===== src/rtl/reverb_wet_dry_mixer_if.sv =====
// Sample-strobe, reverb FIFO read side, mixed output and debug counters
// of the reverb wet/dry mixer, bundled so one connection carries the whole bus.
interface reverb_wet_dry_mixer_if #(
  parameter int DATA_W = 16,
  parameter int CNT_W  = 16
);
  logic                     Dry_Valid;
  logic signed [DATA_W-1:0] Dry_Data;
  logic                     Wet_Empty;
  logic                     Wet_Read_En;
  logic signed [DATA_W-1:0] Wet_Data;
  logic        [3:0]        Mix_Level;
  logic                     Out_Valid;
  logic signed [DATA_W-1:0] Out_Data;
  logic        [CNT_W-1:0]  Underrun_Cnt;
  logic        [CNT_W-1:0]  Drop_Cnt;

  modport master (
    output Dry_Valid, Dry_Data, Wet_Empty, Wet_Data, Mix_Level,
    input  Wet_Read_En, Out_Valid, Out_Data, Underrun_Cnt, Drop_Cnt
  );

  modport slave (
    input  Dry_Valid, Dry_Data, Wet_Empty, Wet_Data, Mix_Level,
    output Wet_Read_En, Out_Valid, Out_Data, Underrun_Cnt, Drop_Cnt
  );
endinterface


===== src/rtl/reverb_wet_dry_mixer.sv =====
// Mixes one reverb FIFO sample into each dry sample at a 1/16-step wet level,
// with signed saturation, fixed 4-cycle latency and underrun/drop debug counters.
module reverb_wet_dry_mixer #(
  parameter int DATA_W = 16,
  parameter int CNT_W  = 16
) (
  input logic                   Clk,
  input logic                   rst,
  reverb_wet_dry_mixer_if.slave bus
);

  typedef enum logic [2:0] {
    S_IDLE,
    S_FETCH,
    S_WAIT,
    S_MIX,
    S_OUT
  } state_t;

  state_t                   r_state;
  state_t                   w_next;
  logic signed [DATA_W-1:0] r_dry;
  logic signed [DATA_W-1:0] r_wet;
  logic        [3:0]        r_level;
  logic                     r_wet_ok;
  logic signed [DATA_W+1:0] r_sum;
  logic        [CNT_W-1:0]  r_under;
  logic        [CNT_W-1:0]  r_drop;
  logic                     w_rd_en;
  logic                     w_out_vld;
  logic signed [DATA_W+4:0] w_wet_x;
  logic signed [DATA_W+4:0] w_lvl_x;
  logic signed [DATA_W+4:0] w_prod;
  logic signed [DATA_W+1:0] w_prod_sh;
  logic signed [DATA_W+1:0] w_sum;

  function automatic logic signed [DATA_W-1:0] sat_sum(input logic signed [DATA_W+1:0] v);
    // In range exactly when the top three bits agree.
    if ((v[DATA_W+1:DATA_W-1] == 3'b000) || (v[DATA_W+1:DATA_W-1] == 3'b111))
      return v[DATA_W-1:0];
    else if (v[DATA_W+1])
      return {1'b1, {(DATA_W-1){1'b0}}};
    else
      return {1'b0, {(DATA_W-1){1'b1}}};
  endfunction

  function automatic logic [CNT_W-1:0] sat_inc(input logic [CNT_W-1:0] c);
    return (&c) ? c : c + CNT_W'(1);
  endfunction

  always_comb begin
    w_next    = r_state;
    w_rd_en   = 1'b0;
    w_out_vld = 1'b0;
    case (r_state)
      S_IDLE:  if (bus.Dry_Valid) w_next = S_FETCH;
      S_FETCH: begin
        w_rd_en = !bus.Wet_Empty;
        w_next  = S_WAIT;
      end
      S_WAIT:  w_next = S_MIX;
      S_MIX:   w_next = S_OUT;
      S_OUT: begin
        w_out_vld = 1'b1;
        w_next    = S_IDLE;
      end
      default: w_next = S_IDLE;
    endcase
  end

  always_ff @(posedge Clk) begin
    if (rst) r_state <= S_IDLE;
    else     r_state <= w_next;
  end

  // Wet gain: level is zero-extended so 15 stays +15, then >>>4 floors toward -inf.
  assign w_wet_x   = {{5{r_wet[DATA_W-1]}}, r_wet};
  assign w_lvl_x   = {{DATA_W{1'b0}}, 1'b0, r_level};
  assign w_prod    = w_wet_x * w_lvl_x;
  assign w_prod_sh = (DATA_W+2)'(w_prod >>> 4);
  assign w_sum     = {{2{r_dry[DATA_W-1]}}, r_dry} + w_prod_sh;

  always_ff @(posedge Clk) begin
    if (rst) begin
      r_dry    <= '0;
      r_level  <= '0;
      r_wet_ok <= 1'b0;
      r_wet    <= '0;
      r_sum    <= '0;
    end else begin
      case (r_state)
        S_IDLE: if (bus.Dry_Valid) begin
          r_dry   <= bus.Dry_Data;
          r_level <= bus.Mix_Level;
        end
        S_FETCH: r_wet_ok <= !bus.Wet_Empty;
        S_WAIT:  r_wet    <= r_wet_ok ? bus.Wet_Data : '0;
        S_MIX:   r_sum    <= w_sum;
        default: ;
      endcase
    end
  end

  always_ff @(posedge Clk) begin
    if (rst) begin
      r_under <= '0;
      r_drop  <= '0;
    end else begin
      if ((r_state == S_WAIT) && !r_wet_ok)
        r_under <= sat_inc(r_under);
      if (bus.Dry_Valid && (r_state != S_IDLE))
        r_drop <= sat_inc(r_drop);
    end
  end

  assign bus.Wet_Read_En  = w_rd_en;
  assign bus.Out_Valid    = w_out_vld;
  assign bus.Out_Data     = sat_sum(r_sum);
  assign bus.Underrun_Cnt = r_under;
  assign bus.Drop_Cnt     = r_drop;

endmodule


===== src/flat_wrapper.sv =====
// flat-port wrapper written by rule: the top's interface ports become plain ports
module reverb_wet_dry_mixer_flat 
#(
  parameter int DATA_W = 16,
  parameter int CNT_W  = 16
)
  (Clk, rst, bus_Dry_Valid, bus_Dry_Data, bus_Wet_Empty, bus_Wet_Data, bus_Mix_Level, bus_Wet_Read_En, bus_Out_Valid, bus_Out_Data, bus_Underrun_Cnt, bus_Drop_Cnt);
  reverb_wet_dry_mixer_if #(.DATA_W(DATA_W), .CNT_W(CNT_W)) bus_i ();
  input logic Clk;
  input logic rst;
  input wire logic [$bits(bus_i.Dry_Valid)-1:0] bus_Dry_Valid;
  input wire logic [$bits(bus_i.Dry_Data)-1:0] bus_Dry_Data;
  input wire logic [$bits(bus_i.Wet_Empty)-1:0] bus_Wet_Empty;
  input wire logic [$bits(bus_i.Wet_Data)-1:0] bus_Wet_Data;
  input wire logic [$bits(bus_i.Mix_Level)-1:0] bus_Mix_Level;
  output wire logic [$bits(bus_i.Wet_Read_En)-1:0] bus_Wet_Read_En;
  output wire logic [$bits(bus_i.Out_Valid)-1:0] bus_Out_Valid;
  output wire logic [$bits(bus_i.Out_Data)-1:0] bus_Out_Data;
  output wire logic [$bits(bus_i.Underrun_Cnt)-1:0] bus_Underrun_Cnt;
  output wire logic [$bits(bus_i.Drop_Cnt)-1:0] bus_Drop_Cnt;
  assign bus_i.Dry_Valid = bus_Dry_Valid;
  assign bus_i.Dry_Data = bus_Dry_Data;
  assign bus_i.Wet_Empty = bus_Wet_Empty;
  assign bus_i.Wet_Data = bus_Wet_Data;
  assign bus_i.Mix_Level = bus_Mix_Level;
  assign bus_Wet_Read_En = bus_i.Wet_Read_En;
  assign bus_Out_Valid = bus_i.Out_Valid;
  assign bus_Out_Data = bus_i.Out_Data;
  assign bus_Underrun_Cnt = bus_i.Underrun_Cnt;
  assign bus_Drop_Cnt = bus_i.Drop_Cnt;
  reverb_wet_dry_mixer #(.DATA_W(DATA_W), .CNT_W(CNT_W)) u_core (.Clk(Clk), .rst(rst), .bus(bus_i));
endmodule

===== config.mk =====
export PLATFORM = sky130hd
export DESIGN_NAME = reverb_wet_dry_mixer_flat
export DESIGN_NICKNAME = d
export VERILOG_FILES = /design/src/rtl/reverb_wet_dry_mixer_if.sv /design/src/rtl/reverb_wet_dry_mixer.sv /design/src/flat_wrapper.sv
export SDC_FILE = /design/constraint.sdc
export NUM_CORES = 1
export LEC_CHECK = 0
export BUFFER_PORTS_ARGS = -buffer_cell sky130_fd_sc_hd__buf_2
export CORE_ASPECT_RATIO = 0.75
export CORE_MARGIN = 4
export CORE_UTILIZATION = 45
export DETAILED_ROUTE_END_ITERATION = 6
export HOLD_SLACK_MARGIN = 0.08
export PLACE_DENSITY_LB_ADDON = 0.08
export SYNTH_ARGS = -nofsm -noshare
export SYNTH_HDL_FRONTEND = slang
export SYNTH_SLANG_ARGS = --single-unit

===== constraint.sdc =====
create_clock -name Clk -period 6.1 [get_ports Clk]
set_clock_uncertainty 0.05 [all_clocks]
set_input_delay 0.305 -clock Clk [delete_from_list [all_inputs] [get_ports Clk]]
set_output_delay 0.305 -clock Clk [all_outputs]
set_load 0.02 [all_outputs]

==> impl_metrics.csv <==
group,metric,value,unit
status,outcome,"complete, no violations",
route,drt_iter0_drc,360,
floorplanning,dieArea,17390,um^2
synth,dominantRegCellSynth,"dfxtp_1",
floorplanning,die_y,115.2,um
layout,fin_cells,1151,
floorplanning,die_w,151.0,um
clock_network,htree_num_levels,3,
global_routing,grt_pass1_wl,27900,um
global_routing,grt_pass1_vias,5644,
global_routing,antenna_found_initial,2,
worst_setup_path,cp.required,6.26,ns
synth,syn_nets,1012,
clock_network,path_clk_slew,0.07,ns
placement,place_inst,1135,
floorplanning,row_count,38,
run,cap_violations,0,
worst_setup_path,cp.arrival,5.72,ns
layout,final_common_cell,"nand2_1",
clock_network,clk_latency,0.35,ns
pwr,ir_drop,0.1189,mV
global_routing,grt_start_max_net_pins,56,
layout,final_cell_mix,"nand2_1, nor2_1, buf_2, dfxtp_1, a21oi_1",
synth,synth_area,6898,um^2
sta,drv_slew,0,
route,routed_wl,16200,um
synth,netlist_instances,882,
sta,fmax,0.1799,GHz
synth,synth_area_leader_cell,"dfxtp_1",
sta,finalCriticalPeriod,5.558,ns
worst_setup_path,worstSetupStartpointType,"flip-flop",
worst_setup_path,worstSetupEndpointType,"flip-flop",
pwr,powerDensity,172.7,nW/um^2
layout,num_antenna_cells,0,
layout,nets,1076,
clock_network,cts_max_path_buffers,2,
pwr,power.total,0.001337,W
route,dr.pass1.iters,5,
synth,yosys_register_bits,90,
clock_network,cts_tree,"done",
global_routing,grt.overflow.total,0,
sta,period_share,0.9111,
synth,synth_top_area_frac,0.2612,
clock_network,clock-sinks,90,
placement,dpl.hpwl,12360,um
placement,globalplace.congestion,0.8536,
layout,drive_above_1_share,0.1230,
synth,netlist_top_cells_area,"dfxtp_1, ha_1, fa_1",
floorplanning,initial_core_util,0.4680,
route,vias_per_cell,5.187,
layout,syn2layout_area_growth,12.26,%
synth,synth.avg_cell_area,7.821,um^2
synth,synth_seq_area_share,0.2612,
sta,setup_viol_count_final,0,
sta,hold_viol,0,
worst_setup_path,critPathMaxFanout,17,
sta,tns,0,ns
route,vias,5970,
synth,synth_edf_count,0,
route,ant_nets,0,
sta,relSlewSlack,0.3794,
route,wl_per_cell,14.07,um
synth,ys_warn_count,0,
placement,portBuffers,89,
global_routing,track_usage,0.1982,
sta,rsz0062_at_grt,"false",
synth,synthArstFlopShare,0,
route,drc_errors,0,
clock_network,cts_root_buf,"clkbuf_16",
sta,worst_pin_slew,0.9309,ns
clock_network,postCtsSetupBuffers,0,
clock_network,numCtsBuffers,9,
pwr,p_leak,3.591,nW
floorplanning,ioPinCount,90,
hold_path,hp-class,"primary input to flip-flop",
worst_setup_path,crit_type,"flip-flop to flip-flop",
synth,synth.distinct_cells,59,
floorplanning,core,14740,um^2
-- power breakdown --
| group | switching (W) | internal, W |
|---|---|---|
| sequential | 0.0000279 | 0.000605 |
| clock | 0.000257 | 0.000294 |
| combinational | 0.0000986 | 0.0000541 |
-- area by class of cell --
type	count	area (um^2)
Multi-Input combinational cell	683	4672
Fill cell	1512	6995
Clock buffer	11	242.7
Inverter	71	266.5
Timing Repair Buffer	91	462.9
Sequential cell	90	1804
Clock inverter	5	45.04
Tap cell	200	250.2
-- critical path, stage by stage, from the launching register on --
cell and delay (ns):
dfxtp_2 0.40, and2_1 0.19, ha_1 0.26, inv_1 0.05, fa_1 0.52, inv_1 0.05
fa_1 0.47, ha_1 0.35, a21oi_1 0.19, o21ai_0 0.18, a2111oi_1 0.58, o31ai_1 0.18
a21oi_1 0.20, xnor2_1 0.10, ha_1 0.29, o21a_1 0.21, o22a_1 0.18, o21ai_0 0.15
o21a_1 0.26, o41ai_1 0.40, o21ai_0 0.14
-- synthesized netlist by cell type, types with 2 or more instances --
| cell | instances |
|---|---|
| nor4_1 | 6 |
| xor2_1 | 23 |
| and3_1 | 11 |
| fa_1 | 33 |
| mux2i_1 | 3 |
| o21bai_1 | 3 |
| buf_1 | 2 |
| nand3_1 | 30 |
| a31o_2 | 2 |
| a21oi_1 | 81 |
| nand2b_1 | 2 |
| dfxtp_1 | 90 |
| and2_1 | 51 |
| xnor2_1 | 26 |
| o31ai_2 | 2 |
| a21o_1 | 6 |
| and4_1 | 3 |
| o21a_1 | 6 |
| nor2b_1 | 2 |
| a211o_1 | 6 |
| a2111oi_0 | 3 |
| nor2_1 | 104 |
| a211oi_1 | 9 |
| nor3b_1 | 7 |
| nand4_1 | 11 |
| nor3_1 | 12 |
| ha_1 | 57 |
| or3_1 | 8 |
| o21ai_1 | 2 |
| nand2_1 | 115 |
| inv_1 | 71 |
| clkbuf_1 | 32 |
| o211ai_1 | 6 |
| o31ai_1 | 3 |
| o21ai_0 | 25 |
| nand3b_1 | 5 |
| buf_4 | 2 |
-- registers in the layout, indices dropped and copies added, names as in the netlist --
register and cells:
u_core.r_sum 18, u_core.bus.Drop_Cnt 16, u_core.bus.Underrun_Cnt 16, u_core.r_dry 16, u_core.r_wet 16, u_core.r_level 4, u_core.r_state 3, u_core.r_wet_ok 1
-- kinds of logic after synthesis --
kind of cell             after synthesis  synth area share
AO/OA/AOI/OAI                        166            0.1502
adder cells (fa/ha/maj)               90            0.1992
AND/OR/NAND/NOR                      375            0.2612
flip-flops                            90            0.2612
multiplexers                           3          0.004354
buffers and inverters                109           0.06167
XOR/XNOR                              49           0.06222
-- per-layer routing --
layer	vias to the layer above	global-route usage	wire, um
li1	3102	-	-
met1	2744	0.2918	8559
met2	102	0.2898	6618
met3	18	0.05162	840
met4	4	0.04831	155
met5	-	0	21
-- stage by stage --
step / worst slack (ns) / hold WS (ns) / cell area [um^2] / util
2_1_floorplan: 0.9688 / 0.3906 / 6898 / -
3_3_place_gp: 0.5299 / 0.4022 / 7452 / 0.5056
3_5_place_dp: 0.3888 / 0.4038 / 7452 / 0.5056
4_1_cts: 0.3671 / 0.1182 / 7740 / 0.5251
5_1_grt: 0.09144 / 0.1315 / 7744 / 0.5254
6_report: 0.5421 / 0.1371 / 7744 / 0.5254
-- final timing paths --
check | slack (ns) | cells after the start | from | endpoint
hold / removal | 0.14 | 3 | bus_Dry_Data[3] | u_core.r_dry[3]$_SDFFE_PP0P_
setup reg to reg | 0.54 | 20 | u_core.r_level[2]$_SDFFE_PP0P_ | u_core.r_sum[17]$_SDFFE_PP0P_
hold reg to reg | 0.41 | 2 | u_core.r_dry[8]$_SDFFE_PP0P_ | u_core.r_dry[8]$_SDFFE_PP0P_
setup / recovery | 0.54 | 20 | u_core.r_level[2]$_SDFFE_PP0P_ | u_core.r_sum[17]$_SDFFE_PP0P_
-- repair_timing --
action / 4_1_cts / 5_1_grt
setup endpoints to repair: 0 / 4
hold buffers: 0 / 0
resized for setup: 0 / 3
Note: power is estimated with default switching activity, not from simulation.
